`src/rtl/hazard_unit.sv`:
```
// hazard_unit
// Control-side companion to the ID/EX pipeline register of the 16-bit,
// 8-register pipelined MIPS. It watches the register fields and control
// bits published by the decode, ID/EX, EX/MEM and MEM/WB stages, and drives
// the stall, flush and forwarding controls back into the pipeline.
//
// Ports
//   clk, reset                  clock and asynchronous active-high reset
//   i_IfId_Rs / i_IfId_Rt       source fields of the instruction in ID
//   i_IdEx_Rs / i_IdEx_Rt       source fields of the instruction in EX
//   i_IdEx_MemRead              instruction in EX is a load
//   i_ExMem_Rd / _RegWrite      destination and write enable in MEM
//   i_MemWb_Rd / _RegWrite      destination and write enable in WB
//   i_Branch_Taken              branch resolved taken in MEM
//   o_Pc_Write, o_IfId_Write    PC and IF/ID load enables
//   o_Flush_IfId/IdEx/ExMem     zero the respective pipeline register
//   o_Fwd_A, o_Fwd_B            EX operand selects (00 RF, 10 EX/MEM, 01 MEM/WB)
//   o_Stall_Count, o_Flush_Count saturating event counters
//
// Control outputs are combinational from the inputs and the current state so
// they settle before the falling edge, where the pipeline registers sample.

module hazard_unit #(
  parameter int REG_W = 3,
  parameter int CNT_W = 16
) (
  input  logic             clk,
  input  logic             reset,
  input  logic [REG_W-1:0] i_IfId_Rs,
  input  logic [REG_W-1:0] i_IfId_Rt,
  input  logic [REG_W-1:0] i_IdEx_Rs,
  input  logic [REG_W-1:0] i_IdEx_Rt,
  input  logic             i_IdEx_MemRead,
  input  logic [REG_W-1:0] i_ExMem_Rd,
  input  logic             i_ExMem_RegWrite,
  input  logic [REG_W-1:0] i_MemWb_Rd,
  input  logic             i_MemWb_RegWrite,
  input  logic             i_Branch_Taken,
  output logic             o_Pc_Write,
  output logic             o_IfId_Write,
  output logic             o_Flush_IfId,
  output logic             o_Flush_IdEx,
  output logic             o_Flush_ExMem,
  output logic [1:0]       o_Fwd_A,
  output logic [1:0]       o_Fwd_B,
  output logic [CNT_W-1:0] o_Stall_Count,
  output logic [CNT_W-1:0] o_Flush_Count
);

  typedef enum logic [1:0] {
    RUN   = 2'd0,
    STALL = 2'd1,
    FLUSH = 2'd2
  } state_e;

  localparam logic [CNT_W-1:0] CNT_ONE = {{(CNT_W-1){1'b0}}, 1'b1};

  state_e           state_q, state_d;
  logic [CNT_W-1:0] stallCnt_q, stallCnt_d;
  logic [CNT_W-1:0] flushCnt_q, flushCnt_d;

  logic       loadUse;
  logic       takeStall, takeFlush;
  logic       pcWrite, ifIdWrite;
  logic       flushIfId, flushIdEx, flushExMem;
  logic [1:0] fwdA, fwdB;

  // A load in EX whose destination is read by the instruction in ID. Register
  // 0 is hardwired zero, so a load "into" r0 can never create a dependency.
  always_comb begin
    loadUse = i_IdEx_MemRead && (i_IdEx_Rt != '0) &&
              ((i_IdEx_Rt == i_IfId_Rs) || (i_IdEx_Rt == i_IfId_Rt));
  end

  // Forwarding is independent of FSM state. The EX/MEM result is younger than
  // the MEM/WB result, so it is checked first and wins when both match.
  always_comb begin
    fwdA = 2'b00;
    if (i_IdEx_Rs != '0) begin
      if (i_ExMem_RegWrite && (i_ExMem_Rd == i_IdEx_Rs)) begin
        fwdA = 2'b10;
      end else if (i_MemWb_RegWrite && (i_MemWb_Rd == i_IdEx_Rs)) begin
        fwdA = 2'b01;
      end
    end
  end

  always_comb begin
    fwdB = 2'b00;
    if (i_IdEx_Rt != '0) begin
      if (i_ExMem_RegWrite && (i_ExMem_Rd == i_IdEx_Rt)) begin
        fwdB = 2'b10;
      end else if (i_MemWb_RegWrite && (i_MemWb_Rd == i_IdEx_Rt)) begin
        fwdB = 2'b01;
      end
    end
  end

  // Next-state and control decode. The default branch of the case handles
  // RUN and also any unknown encoding, so a corrupted state behaves as RUN.
  // In FLUSH both the branch and load-use checks are dropped: MEM holds a
  // bubble and ID holds a squashed instruction.
  always_comb begin
    state_d    = RUN;
    takeStall  = 1'b0;
    takeFlush  = 1'b0;
    pcWrite    = 1'b1;
    ifIdWrite  = 1'b1;
    flushIfId  = 1'b0;
    flushIdEx  = 1'b0;
    flushExMem = 1'b0;
    case (state_q)
      FLUSH: begin
        state_d = RUN;
      end
      STALL: begin
        if (i_Branch_Taken) begin
          takeFlush = 1'b1;
        end
      end
      default: begin
        if (i_Branch_Taken) begin
          takeFlush = 1'b1;
        end else if (loadUse) begin
          takeStall = 1'b1;
        end
      end
    endcase

    if (takeFlush) begin
      state_d    = FLUSH;
      flushIfId  = 1'b1;
      flushIdEx  = 1'b1;
      flushExMem = 1'b1;
    end else if (takeStall) begin
      state_d   = STALL;
      pcWrite   = 1'b0;
      ifIdWrite = 1'b0;
      flushIdEx = 1'b1;
    end
  end

  // Counters stick at all-ones instead of wrapping.
  always_comb begin
    stallCnt_d = stallCnt_q;
    flushCnt_d = flushCnt_q;
    if (takeStall && (stallCnt_q != '1)) begin
      stallCnt_d = stallCnt_q + CNT_ONE;
    end
    if (takeFlush && (flushCnt_q != '1)) begin
      flushCnt_d = flushCnt_q + CNT_ONE;
    end
  end

  always_ff @(posedge clk or posedge reset) begin
    if (reset) begin
      state_q    <= RUN;
      stallCnt_q <= '0;
      flushCnt_q <= '0;
    end else begin
      state_q    <= state_d;
      stallCnt_q <= stallCnt_d;
      flushCnt_q <= flushCnt_d;
    end
  end

  // Reset is applied straight to the outputs so the pipeline is frozen and
  // flushed the moment reset rises, not at the next clock edge.
  always_comb begin
    o_Pc_Write    = pcWrite & ~reset;
    o_IfId_Write  = ifIdWrite & ~reset;
    o_Flush_IfId  = flushIfId | reset;
    o_Flush_IdEx  = flushIdEx | reset;
    o_Flush_ExMem = flushExMem | reset;
    o_Fwd_A       = reset ? 2'b00 : fwdA;
    o_Fwd_B       = reset ? 2'b00 : fwdB;
    o_Stall_Count = stallCnt_q;
    o_Flush_Count = flushCnt_q;
  end

endmodule

```
`config.mk`:
```
export PLATFORM = sky130hd
export DESIGN_NAME = hazard_unit
export DESIGN_NICKNAME = d
export VERILOG_FILES = /design/src/rtl/hazard_unit.sv
export SDC_FILE = /design/constraint.sdc
export NUM_CORES = 1
export LEC_CHECK = 0
export ABC_AREA = 1
export BUFFER_PORTS_ARGS = -buffer_cell sky130_fd_sc_hd__clkbuf_2
export CORE_MARGIN = 10
export CORE_UTILIZATION = 45
export DETAILED_ROUTE_END_ITERATION = 8
export GPL_ROUTABILITY_DRIVEN = 0
export PLACE_DENSITY = 0.77
export SLEW_MARGIN = 10
export SYNTH_ARGS = -nofsm -noshare
export SYNTH_HDL_FRONTEND = slang
export SYNTH_SLANG_ARGS = --single-unit
```
`constraint.sdc`:
```
create_clock -name clk -period 2 [get_ports clk]
set_clock_uncertainty 0.1 [all_clocks]
set_input_delay 0.3 -clock clk [delete_from_list [all_inputs] [get_ports clk]]
set_output_delay 0.3 -clock clk [all_outputs]
set_load 0.01 [all_outputs]
```
# Yosys cells after proc, flatten, opt, wreduce, memory -nomap -nowiden
# Cells that the tools add are included.
[word_totals]
wordCells = 51
in_bits = 24
output_inout_bits = 41
ff_bits = 34
[classes]
bitwise = 4
n_eq_ne = 10
n_reduce_logical = 12
n_addsub = 2
muxes = 20
[ops]
columns = ["op", "count"]
rows = [
  ["adder 16 x 1 -> 16 bit (second input constant)", 2],
  ["inequality test 16 bit (second input constant)", 2],
  ["equality test 3 bit", 6],
  ["two-way mux 2 bit", 7],
  ["two-way mux 1 bit", 13],
  ["logical AND 1 bit", 8],
  ["nonzero test 3 bit", 2],
  ["equality test 2 x 1 -> 1 bit (second input constant)", 1],
  ["equality test 2 bit (second input constant)", 1],
  ["bitwise OR 1 bit", 2],
  ["OR reduction 2 bit", 1],
  ["AND 1 bit", 1],
  ["logical OR 1 bit", 1],
  ["NOT 1 bit", 1],
]

# Logic depth before layout (Yosys ltp)
[depth]
word_depth = 9
ltp_mapped = 10
ltp_nobuf = 9

# Worst setup path before layout
# No wires, ideal clock.
[synth_path]
path_type = "in2out"
start = "input reset"
end = "output o_Fwd_A[0]"
t_required_ps = 1600
cell_stages = 5
setup_slack_ps = -3
n_path_buf = 0
t_arrival_ps = 1603
path_cell_list = "inv_1 -> nand2_1 -> a21oi_1 -> nand4_1 -> nor2_1"
[synth_via]
elab_chain_cells = 1
[synth_lines]
columns = ["item", "line_no", "rtl"]
rows = [
  ["start: declaration", "28", "input logic reset,"],
  ["two-way mux 2 bit", "175", "o_Fwd_A = reset ? 2'b00 : fwdA;"],
  ["end: declaration", "44", "output logic [1:0] o_Fwd_A,"],
]
# No other way between the ends.

# Final worst setup path
[layout_path]
start = "register state_q[1]"
end = "output o_Flush_IdEx"
[layout_via]
elab_chain_cells = 6
word_cells_on_any_way = 8
cone_classes = "eq/ne: 2; mux: 4; bitwise: 1; reduce/logical: 1"
[layout_lines]
columns = ["item", "line_no", "rtl"]
rows = [
  ["start: declaration", "58", "state_e state_q, state_d;"],
  ["start signal: assignment", "161", "state_q <= state_d;"],
  ["equality test 2 x 1 -> 1 bit / equality test 2 bit (equally long branches)", "112", "case (state_q)"],
  ["OR reduction 2 bit (no source line)", "-", ""],
  ["two-way mux 1 bit", "112", ""],
  ["two-way mux 1 bit", "135", "end else if (takeStall) begin"],
  ["two-way mux 1 bit *", "130", "if (takeFlush) begin"],
  ["bitwise OR 1 bit *", "173", "o_Flush_IdEx = flushIdEx | reset;"],
  ["end: declaration", "42", "output logic o_Flush_IdEx,"],
]
# Every way passes the cells marked *; elsewhere a longest branch is shown, timed or not.

==> results.toml <==
[worst_setup_path]
max_stage_delay_ps = 360
path_depth = 6
cp_slowest_cell = "dfrtp_1"
r2r_end = "o_Stall_Count[5]$_DFFE_PP0P_"
critPathBufInv = 1
cp-endpoint = "o_Flush_IdEx"
crit_family = "flip-flops"
cp.arrival_ps = 1480
worstSetupPathType = "reg2out"
r2r_cells = 7
crit_fanout = 3
required_ps = 1600
crit_chain = "ha_1, nand4_1, a21oi_2, nor2_2, nand2_1, clkbuf_2"
cp-end-kind = "output port"
rrSetupSlack_ps = 170
crit_start = "state_q[1]$_DFF_PP0_"
start_kind = "flop"
r2r_start = "state_q[1]$_DFF_PP0_"

[finish]
drive_gt1_frac = 0.279
diodes = 0
fill_cells = 519
num-nets-final = 445
area_growth_pct = 19.5
postLayoutCellArea_um2 = 2970

[clocking]
clk_path_buf_depth = 2
insertion_delay_ps = 290
clk_root_buffer_cell = "clkbuf_8"
cts_hold_buf = 0
clk_pin_slew_worst_paths_ps = 80
htree_levels = 2
cts_sinks = 34
cts_buffers = 5
tritoncts = "yes"

[timing]
maxSlewHeadroom = 0.711
hold_viol = 0
slew_violations = 0
rsz0062_at_grt = "false"
final_min_period_over_clock_period = 0.940
tightest_slew_ps = 433
timing.final.ws_setup_ps = 121
fmax_mhz = 532
setup_violations = 0
finalSetupTns_ps = 0
min_period_ps = 1880

[logic_synthesis]
yosysTopAreaCell = "dfrtp_1"
yosys_warnings = 0
ys_types = 28
synth-main-ff-cell = "dfrtp_1"
synth-async-reset-ratio = 1.00
synthCells = 349
syn_area_um2 = 2490
synth_edf_count = 0
synth.area.top_cells = "dfrtp_1 34%, nand2_1 17%, inv_1 6.6%"
ys_seq_area_frac = 0.342
synth_top_area_frac = 0.342
syn_nets = 376
ys_seq_elements = 34
avgSynthCellArea_um2 = 7.13

[hold_path]
min-delay-path-class = "in2async"

[route]
drtPass1Iterations = 4
wl_per_cell_um = 12.6
dr_total_vias = 2370
routed_wl_um = 6190
ant_nets = 0
drt_iter0_markers = 178
drc_errors = 0
via_per_inst = 4.83

[floorplan]
io-pin-count = 65
start_util = 0.458
rows = 27
core_area_um2 = 5440
fp.dieW_um = 94.4
die_y_um = 94.4
die_area_um2 = 8900

[placement]
dp.final_hpwl_um = 4850
pre_cts_ws_ps = 201
dpl_cell_area_um2 = 2840
portBuffers = 64

[power]
vdd_drop_max_uv = 860
p_per_area_nw_per_um2 = 721
p_leak_uw = 0.00144

[grt]
grt_antenna_before_repair = 0
globalRoute.totalOverflow = 0
grt_pass1_wl_um = 10600
grt_max_degree = 35
grt_pass1_vias = 2350
grtUsageTotal = 0.142

[outcome]
outcome = "finished clean"

[run]
maxCapViolCount = 0
-- power breakdown --
group | leakage [uW] | total, uW | internal (uW) | switching, uW
logic | 0.000919 | 587 | 242 | 345
clock network | 0.0000579 | 621 | 367 | 254
registers | 0.000458 | 936 | 788 | 148
total | 0.00144 | 2140 | 1400 | 748
-- registers in the layout, summed over array words and instances, names as in the netlist --
| signal | flops |
|---|---|
| o_Flush_Count | 16 |
| o_Stall_Count | 16 |
| state_q | 2 |
-- worst register-to-register path, stage by stage, from the launching register on --
cell and delay [ps]:
dfrtp_1 360, ha_1 270, nand4_1 120, buf_4 160
clkinv_1 80, nand3_4 340, nand2_1 200, o21ai_2 70
-- cell families (layout without fill, tap and decap cells) --
logic type / Yosys count / after routing / share of synthesized area
adders and majority gates: 3 / 3 / 0.0151
DFF: 34 / 34 / 0.342
xor gates and xnor gates: 26 / 26 / 0.0915
and+or+nand+nor: 198 / 198 / 0.356
AOI/OAI and AO/OA: 33 / 33 / 0.0910
buffers and inverters: 55 / 125 / 0.105
-- routing by layer --
metal  vias up  routed length, um  part of all wire  track usage
met5         -                  0                 0            0
met4         0                 46            0.0074       0.0367
met3         4                597             0.096       0.0476
met2        68               2910              0.47        0.242
met1      1072               2640              0.43        0.168
li1       1226                  -                 -            -
-- cell usage in the layout, fill, tap and decap left out --
master and count:
clkinvlp_4 1, bufinv_16 1, xor2_1 10, inv_1 43, nor2_1 38, a21oi_2 1
inv_2 3, o21ai_2 15, xnor2_1 16, a21oi_1 4, nand2_2 8, clkbuf_2 64
buf_4 4, nand3_1 19, ha_1 3, nor3_1 3, dfrtp_1 34, o21ai_0 10
clkbuf_8 5, nand2_4 1, o22ai_1 2, nor2_2 5, nand2_1 110, nand3_2 3
clkinv_2 2, clkinv_1 1, inv_4 1, nand4_4 1, nand3_4 1, nor2_4 1
nand4_1 8, o211ai_1 1
-- layout make-up --
type,count,area (um^2),share of cell area
Multi-Input combinational cell,260,1380,0.465
Tap cell,72,90.1,0.0303
Sequential cell,34,851,0.286
Timing Repair Buffer,68,350,0.118
Clock inverter,3,40.0,0.0135
Clock buffer,5,68.8,0.0231
Inverter,49,190,0.0639
-- synth_stat cells, types with 2 or more instances --
library cell / n
nand3_1: 19
nand3_2: 3
nand4_1: 8
nor2_1: 39
o21ai_2: 15
nor3_1: 3
buf_4: 3
buf_12: 2
xnor2_1: 16
nand2_2: 8
o21ai_0: 10
o22ai_1: 2
dfrtp_1: 34
a21oi_1: 5
inv_2: 3
ha_1: 3
inv_1: 44
nand2_1: 110
xor2_1: 10
nor2_2: 4
-- through the flow --
step / utilization / power [uW] / instances / hold slack [ps]
2_1_floorplan: - / 1310 / 349 / 149
3_3_place_gp: 0.523 / 1530 / 481 / 408
3_5_place_dp: 0.523 / 1530 / 481 / 417
4_1_cts: 0.543 / 2170 / 489 / 108
5_1_grt: 0.547 / 2310 / 491 / 146
6_report: 0.547 / 2140 / 491 / 103
-- what timing repair did --
action	in CTS	in global routing
endpoints found under the setup margin	0	3
resized for setup	0	2
buffers inserted	0	2
-- worst min path at each step --
stage / end / cells past startpoint / slack (ps)
after floorplan: o_Flush_Count[0]$_DFFE_PP0P_ / 1 / 150
after global placement: o_Flush_Count[13]$_DFFE_PP0P_ / 3 / 410
after detailed placement: o_Flush_Count[15]$_DFFE_PP0P_ / 3 / 420
after CTS: o_Flush_Count[11]$_DFFE_PP0P_ / 3 / 110
after global routing: o_Stall_Count[8]$_DFFE_PP0P_ / 3 / 150
final: o_Stall_Count[12]$_DFFE_PP0P_ / 3 / 100
Note: power is estimated with default switching activity, not from simulation.
